$ cat src/rtl/dmem_responder.sv
// dmem_responder: multi-cycle word data memory with wait states and address error flagging
module dmem_responder #(
  parameter int ADDR_W      = 8,
  parameter int DATA_W      = 32,
  parameter int DEPTH       = 64,
  parameter int WAIT_CYCLES = 2
) (
  input  logic              clk,
  input  logic              reset,
  input  logic              req_valid,
  output logic              req_ready,
  input  logic              req_write,
  input  logic [ADDR_W-1:0] req_addr,
  input  logic [DATA_W-1:0] req_wdata,
  output logic              rsp_valid,
  input  logic              rsp_ready,
  output logic [DATA_W-1:0] rsp_rdata,
  output logic              rsp_err,
  output logic              busy
);
  typedef enum logic [1:0] {IDLE, WAIT, RESP} state_t;
  localparam logic [3:0] WC = 4'(WAIT_CYCLES);
  state_t state_q, state_d;
  logic [3:0] cnt_q, cnt_d;
  logic wr_q, wr_d, err_q, err_d;
  logic [ADDR_W-1:0] addr_q, addr_d;
  logic [DATA_W-1:0] wdata_q, wdata_d, rdata_q, rdata_d;
  logic [DATA_W-1:0] mem_q [DEPTH];
  logic acc, acc_wr, acc_err, we;
  logic [ADDR_W-1:0] acc_addr;
  logic [ADDR_W-3:0] acc_idx;
  logic [DATA_W-1:0] acc_wdata;
  // Access operands: live request inputs on a zero-wait accept, latched copies otherwise
  always_comb begin
    acc_wr    = state_q == IDLE ? req_write : wr_q;
    acc_addr  = state_q == IDLE ? req_addr : addr_q;
    acc_wdata = state_q == IDLE ? req_wdata : wdata_q;
    acc_idx   = acc_addr[ADDR_W-1:2];
    acc_err   = (acc_addr[1:0] != 2'b00) || (int'(acc_idx) >= DEPTH);
    we        = acc && acc_wr && !acc_err;
  end
  // Next-state, wait counter, request latch and response capture
  always_comb begin
    state_d = state_q;
    cnt_d   = cnt_q;
    wr_d    = wr_q;
    addr_d  = addr_q;
    wdata_d = wdata_q;
    rdata_d = rdata_q;
    err_d   = err_q;
    acc     = 1'b0;
    if (state_q == IDLE && req_valid) begin
      wr_d    = req_write;
      addr_d  = req_addr;
      wdata_d = req_wdata;
      cnt_d   = WC;
      acc     = WC == 4'd0;
      state_d = acc ? RESP : WAIT;
    end else if (state_q == WAIT) begin
      cnt_d   = cnt_q - 4'd1;
      acc     = cnt_q == 4'd1;
      state_d = acc ? RESP : WAIT;
    end else if (state_q == RESP && rsp_ready) begin
      state_d = IDLE;
    end
    if (acc) begin
      rdata_d = (!acc_wr && !acc_err) ? mem_q[acc_idx] : '0;
      err_d   = acc_err;
    end
  end
  // Control and response registers
  always_ff @(posedge clk) begin
    if (reset) begin
      state_q <= IDLE;
      cnt_q   <= '0;
      wr_q    <= 1'b0;
      addr_q  <= '0;
      wdata_q <= '0;
      rdata_q <= '0;
      err_q   <= 1'b0;
    end else begin
      state_q <= state_d;
      cnt_q   <= cnt_d;
      wr_q    <= wr_d;
      addr_q  <= addr_d;
      wdata_q <= wdata_d;
      rdata_q <= rdata_d;
      err_q   <= err_d;
    end
  end
  // Storage array: cleared on reset, written once on the access edge of an error-free store
  always_ff @(posedge clk) begin
    if (reset) begin
      for (int i = 0; i < DEPTH; i++) mem_q[i] <= '0;
    end else if (we) begin
      mem_q[acc_idx] <= acc_wdata;
    end
  end
  assign req_ready = state_q == IDLE;
  assign rsp_valid = state_q == RESP;
  assign busy      = state_q != IDLE;
  assign rsp_rdata = rdata_q;
  assign rsp_err   = err_q;
endmodule

$ cat config.mk
export PLATFORM = sky130hd
export DESIGN_NAME = dmem_responder
export DESIGN_NICKNAME = d
export VERILOG_FILES = /design/src/rtl/dmem_responder.sv
export SDC_FILE = /design/constraint.sdc
export NUM_CORES = 2
export LEC_CHECK = 0
export BUFFER_PORTS_ARGS = -buffer_cell sky130_fd_sc_hd__buf_2
export CORE_UTILIZATION = 50
export DETAILED_ROUTE_END_ITERATION = 8
export PLACE_DENSITY = 0.79
export SYNTH_ARGS = -nofsm -noshare
export SYNTH_HDL_FRONTEND = slang
export SYNTH_SLANG_ARGS = --single-unit
$ cat constraint.sdc
create_clock -name clk -period 3.2 [get_ports clk]
set_input_delay 0.32 -clock clk [delete_from_list [all_inputs] [get_ports clk]]
set_output_delay 0.32 -clock clk [all_outputs]
set_load 0.05 [all_outputs]
==> impl_results.rst <==
.. list-table::
   :header-rows: 1

   * - Metric
     - Value
   * - Status
     - finished with violations
   * - Violations in the final reports
     - DRC, setup timing
   * - Kind of end point of the critical path
     - register
   * - Number of nets in the synthesized netlist
     - 7775
   * - Die Outline Area
     - 179600 um^2
   * - Placed wire-length estimate after detailed placement
     - 243.4 mm
   * - Final standard cell count with taps included and fillers excluded
     - 11040
   * - Standard-cell rows
     - 154
   * - CTS max path bufs
     - 3
   * - Setup TNS Final
     - -9359 ps
   * - Instance count of the mapped netlist
     - 7728
   * - Count of final hold-check violations
     - 0
   * - Highest achievable clock rate
     - 0.2620 GHz
   * - Leakage
     - 40.70 nW
   * - Via count normalized by instance count
     - 6.795
   * - Layout-stage area growth over the synthesis result
     - 24.53%
   * - Max-slew violation total from the final report
     - 0
   * - Number of nets in the layout
     - 8545
   * - Clock power share
     - 37.6%
   * - Routed length per instance
     - 34.44 um
   * - Library cells used by synthesis
     - 71
   * - Number of DRC markers in iteration 0
     - 14870
   * - Share of total power in sequential cells
     - 48.2%
   * - Clock tree root driver cell
     - clkbuf_16
   * - Worst Min Path Start
     - reset
   * - Number of enable-type register cells in the synthesized netlist
     - 2048
   * - Clock-pin slew on the worst setup and hold paths
     - 70 ps
   * - Seq cells post-synth
     - 2128
   * - Number of maximum-capacitance constraint violations
     - 0
   * - Critical Path RT
     - 4020 ps
   * - Worst supply voltage drop on vdd
     - 0.0007494 V
   * - H-tree Lvls
     - 4
   * - Residual DRC count
     - 1
   * - Launching element of the worst setup path
     - state_q[1]$_SDFFE_PP0P_
   * - Crit start category
     - register
   * - R2R Path Start
     - state_q[1]$_SDFFE_PP0P_
   * - Pin count of the biggest net entering global routing
     - 65
   * - Part of the Yosys area used for sequential elements
     - 70.92%
   * - Type of the tightest min-delay check
     - in -> reg
   * - Via count of the first global-routing pass
     - 70280
   * - Skew final
     - 78.28 ps
   * - Wire length of the first global-routing pass
     - 516.9 mm
   * - Placeable core area
     - 176500 um^2
   * - Sequential cell area
     - 63110 um^2
   * - Number of sinks on the clock net
     - 2128
   * - Final routed wirelength across all metal layers
     - 380.1 mm
   * - Internal Pwr Total
     - 47.92 mW
   * - Number of detailed-routing iterations run before antenna repair
     - 9
   * - FILL cells
     - 12660
   * - Highest net fanout along the worst path
     - 6
   * - Count of placed standard cells including taps
     - 10460
   * - Insertion delay of the later-clocked pin in the worst-skew pair
     - 930 ps
   * - Actual transition at the worst max-transition pin
     - 1155 ps
   * - Kind of critical path
     - reg -> reg
   * - Reported net switching power
     - 17.76 mW
   * - Most used DFF post-synth
     - edfxtp_1
   * - Async set or reset register ratio after synthesis
     - 0%
   * - Final critical delay including setup and external delays
     - 3817 ps
   * - Share of the clock period used by the worst path after layout
     - 119.3%
   * - Die Wd
     - 423.9 um
   * - Starting utilization of the core area
     - 50.41%
   * - Gr ovfl total
     - 0
   * - TritonCTS clock tree
     - done
   * - Power per Cell Area
     - 592.8 nW/um^2
   * - I/O pin cnt
     - 81
   * - Final Worst Setup Slack
     - -617.0 ps
   * - Inserted Clock Buffers
     - 206
   * - Multi-input gate area in the final layout
     - 24050 um^2
   * - Critical path arrival
     - 4630 ps
   * - Final estimated routing congestion in global placement
     - 1.058
   * - Netlist area before placement
     - 88980 um^2
   * - Total power
     - 65.68 mW
   * - Worst reg2reg setup slack
     - -620 ps
   * - Total global-route track usage
     - 40.92%
   * - Synthesis Warnings
     - 0
   * - Portion of total power attributed to combinational logic
     - 14.2%
   * - Number of antenna violations at the first check in global routing
     - 43
   * - Die span in y
     - 423.9 um
   * - Count of port buffers added during placement
     - 80
   * - Antenna-violating nets left
     - 0
   * - Mapped Avg Cell Area
     - 11.51 um^2
   * - Worst relative slew slack
     - 22.39%
   * - Net Sw Frac
     - 27.05%
   * - Routed vias
     - 74980
   * - Count of final setup violators
     - 32
   * - Setup repair after global routing missed its margin
     - true
   * - Ratio of cells with drive above 1 in the final layout
     - 20.07%
## kinds of logic (layout without fill, tap and decap cells)
group                      after synthesis  count (layout)  synth area share, %
DFF                                   2128            2128                70.92
adders and majority gates                2               2              0.02812
AOI/OAI and AO/OA                     1206            1206                8.633
and+or+nand+nor                       3602            3602                16.20
buffers and inverters                  719            1669                3.417
muxes                                   70              70               0.8001
other                                    0              17                    0
xor gates and xnor gates                 1               1             0.009845
## final cells by class
cell class | count | share of cell area [%]
repair buffers | 1277 | 12.54
multi-input cells | 4881 | 21.71
flip-flops and latches | 2128 | 56.95
diodes | 17 | 0.03839
well taps | 2340 | 2.642
inverters | 4 | 0.01355
clock buffers | 267 | 4.949
clock inverters | 121 | 1.161
## flip-flops by register name, indices dropped and copies added, names as in the netlist
register / cells
cnt_q: 4
wr_q: 1
wdata_q: 32
rsp_rdata: 32
rsp_err: 1
state_q: 2
addr_q: 8
mem_q: 2048
## synthesized netlist by cell type, types with 6 or more instances
master     instances  area (um^2)
nor2_1          2245         8427
edfxtp_1        2048        61500
nand2_1          928         3483
o22ai_1          496         3103
clkbuf_1         492         1847
a21oi_1          312         1562
a31oi_1          175         1095
buf_2            147        735.7
nand3_1          134        670.6
nor4_1            83        519.3
dfxtp_1           80         1602
nand2b_1          69        431.7
mux2i_1           63        630.6
nor3_1            63        315.3
buf_1             43        161.4
a32oi_1           40        350.3
a32o_1            25        250.2
buf_4             24        180.2
o31ai_1           24        180.2
and3_1            22        137.6
o221ai_1          22        192.7
o21ai_0           18        90.09
a22o_1            11        96.34
a211oi_1          10        75.07
o2111ai_1         10        87.58
a22oi_1            9        67.56
buf_6              9        101.4
nand4_1            9        56.30
and2_1             8        50.05
nor2_2             8        50.05
nor2b_1            8        50.05
o41ai_1            7        61.31
or4_1              6        45.04
## power by group through the flow
stage / combinational (mW) / clock, mW / sequential (mW)
2_1_floorplan: 3.21 / 0 / 32.1
3_3_place_gp: 7.99 / 0 / 32.2
3_5_place_dp: 8.08 / 0 / 32.2
4_1_cts: 8.36 / 24.5 / 31.6
5_1_grt: 9.19 / 25.5 / 31.7
6_report: 9.36 / 24.7 / 31.7
## metal layers
| metal | global-route usage, % | share of wire, % | vias to the layer above |
|---|---|---|---|
| met2 | 58.82 | 42 | 8205 |
| met3 | 16.30 | 18 | 2105 |
| met4 | 33.68 | 11 | 48 |
| met1 | 48.36 | 29 | 35450 |
| li1 | - | - | 29170 |
| met5 | 0.05376 | 0.083 | - |
## worst max-delay path: stages (launching register included)
cell and delay [ps]:
dfxtp_4 370, buf_4 140, nor3b_2 670, a22oi_2 210
buf_4 260, buf_4 170, buf_4 160, o22ai_1 250
nor2_1 150, a21oi_1 800, nor4_1 280, o2111ai_1 170
nand2_1 80
## final timing paths
check	endpoint	depth (start not counted)
worst max-delay path	rsp_rdata[27]$_SDFFE_PP0N_	12
worst min register to register	rsp_rdata[31]$_SDFFE_PP0N_	2
worst max register to register	rsp_rdata[27]$_SDFFE_PP0N_	12
worst min-delay path	cnt_q[0]$_SDFFE_PP0P_	3
## stage by stage
step                worst slack (ps)  area, um^2  hold slack [ps]  utilization [%]
finish                        -617.0      110800            44.45            62.78
floorplan                      86.05       88980            435.7                -
global route                  -549.5      110800            49.11            62.76
CTS                           -247.9      109100            1.617            61.79
global placement               -1519      101200            441.1            57.36
detailed placement             -1495      101200            455.3            57.36
## cells in the final DEF (no fill, tap or decap), types with 51 or more instances in the layout
cell | netlist | layout
nor3_1 | 63 | 52
nand2_1 | 928 | 916
clkbuf_1 | 492 | 51
a31oi_1 | 175 | 168
buf_2 | 147 | 79
o22ai_1 | 496 | 489
a21oi_1 | 312 | 304
buf_4 | 24 | 791
buf_12 | 0 | 296
nor4_1 | 83 | 73
nand2b_2 | 0 | 58
edfxtp_1 | 2048 | 2048
clkbuf_16 | 0 | 223
nand3_1 | 134 | 132
dfxtp_1 | 80 | 76
nor2_1 | 2245 | 2238
## what timing repair did
item	in CTS	in global routing
resized for setup	66	127
hold buffers	43	0
buffers inserted	26	87
gates cloned	3	18
pin swaps	15	30
hold endpoints to repair	151	0
setup endpoints to repair	1320	4103
Note: power is estimated with default switching activity, not from simulation.
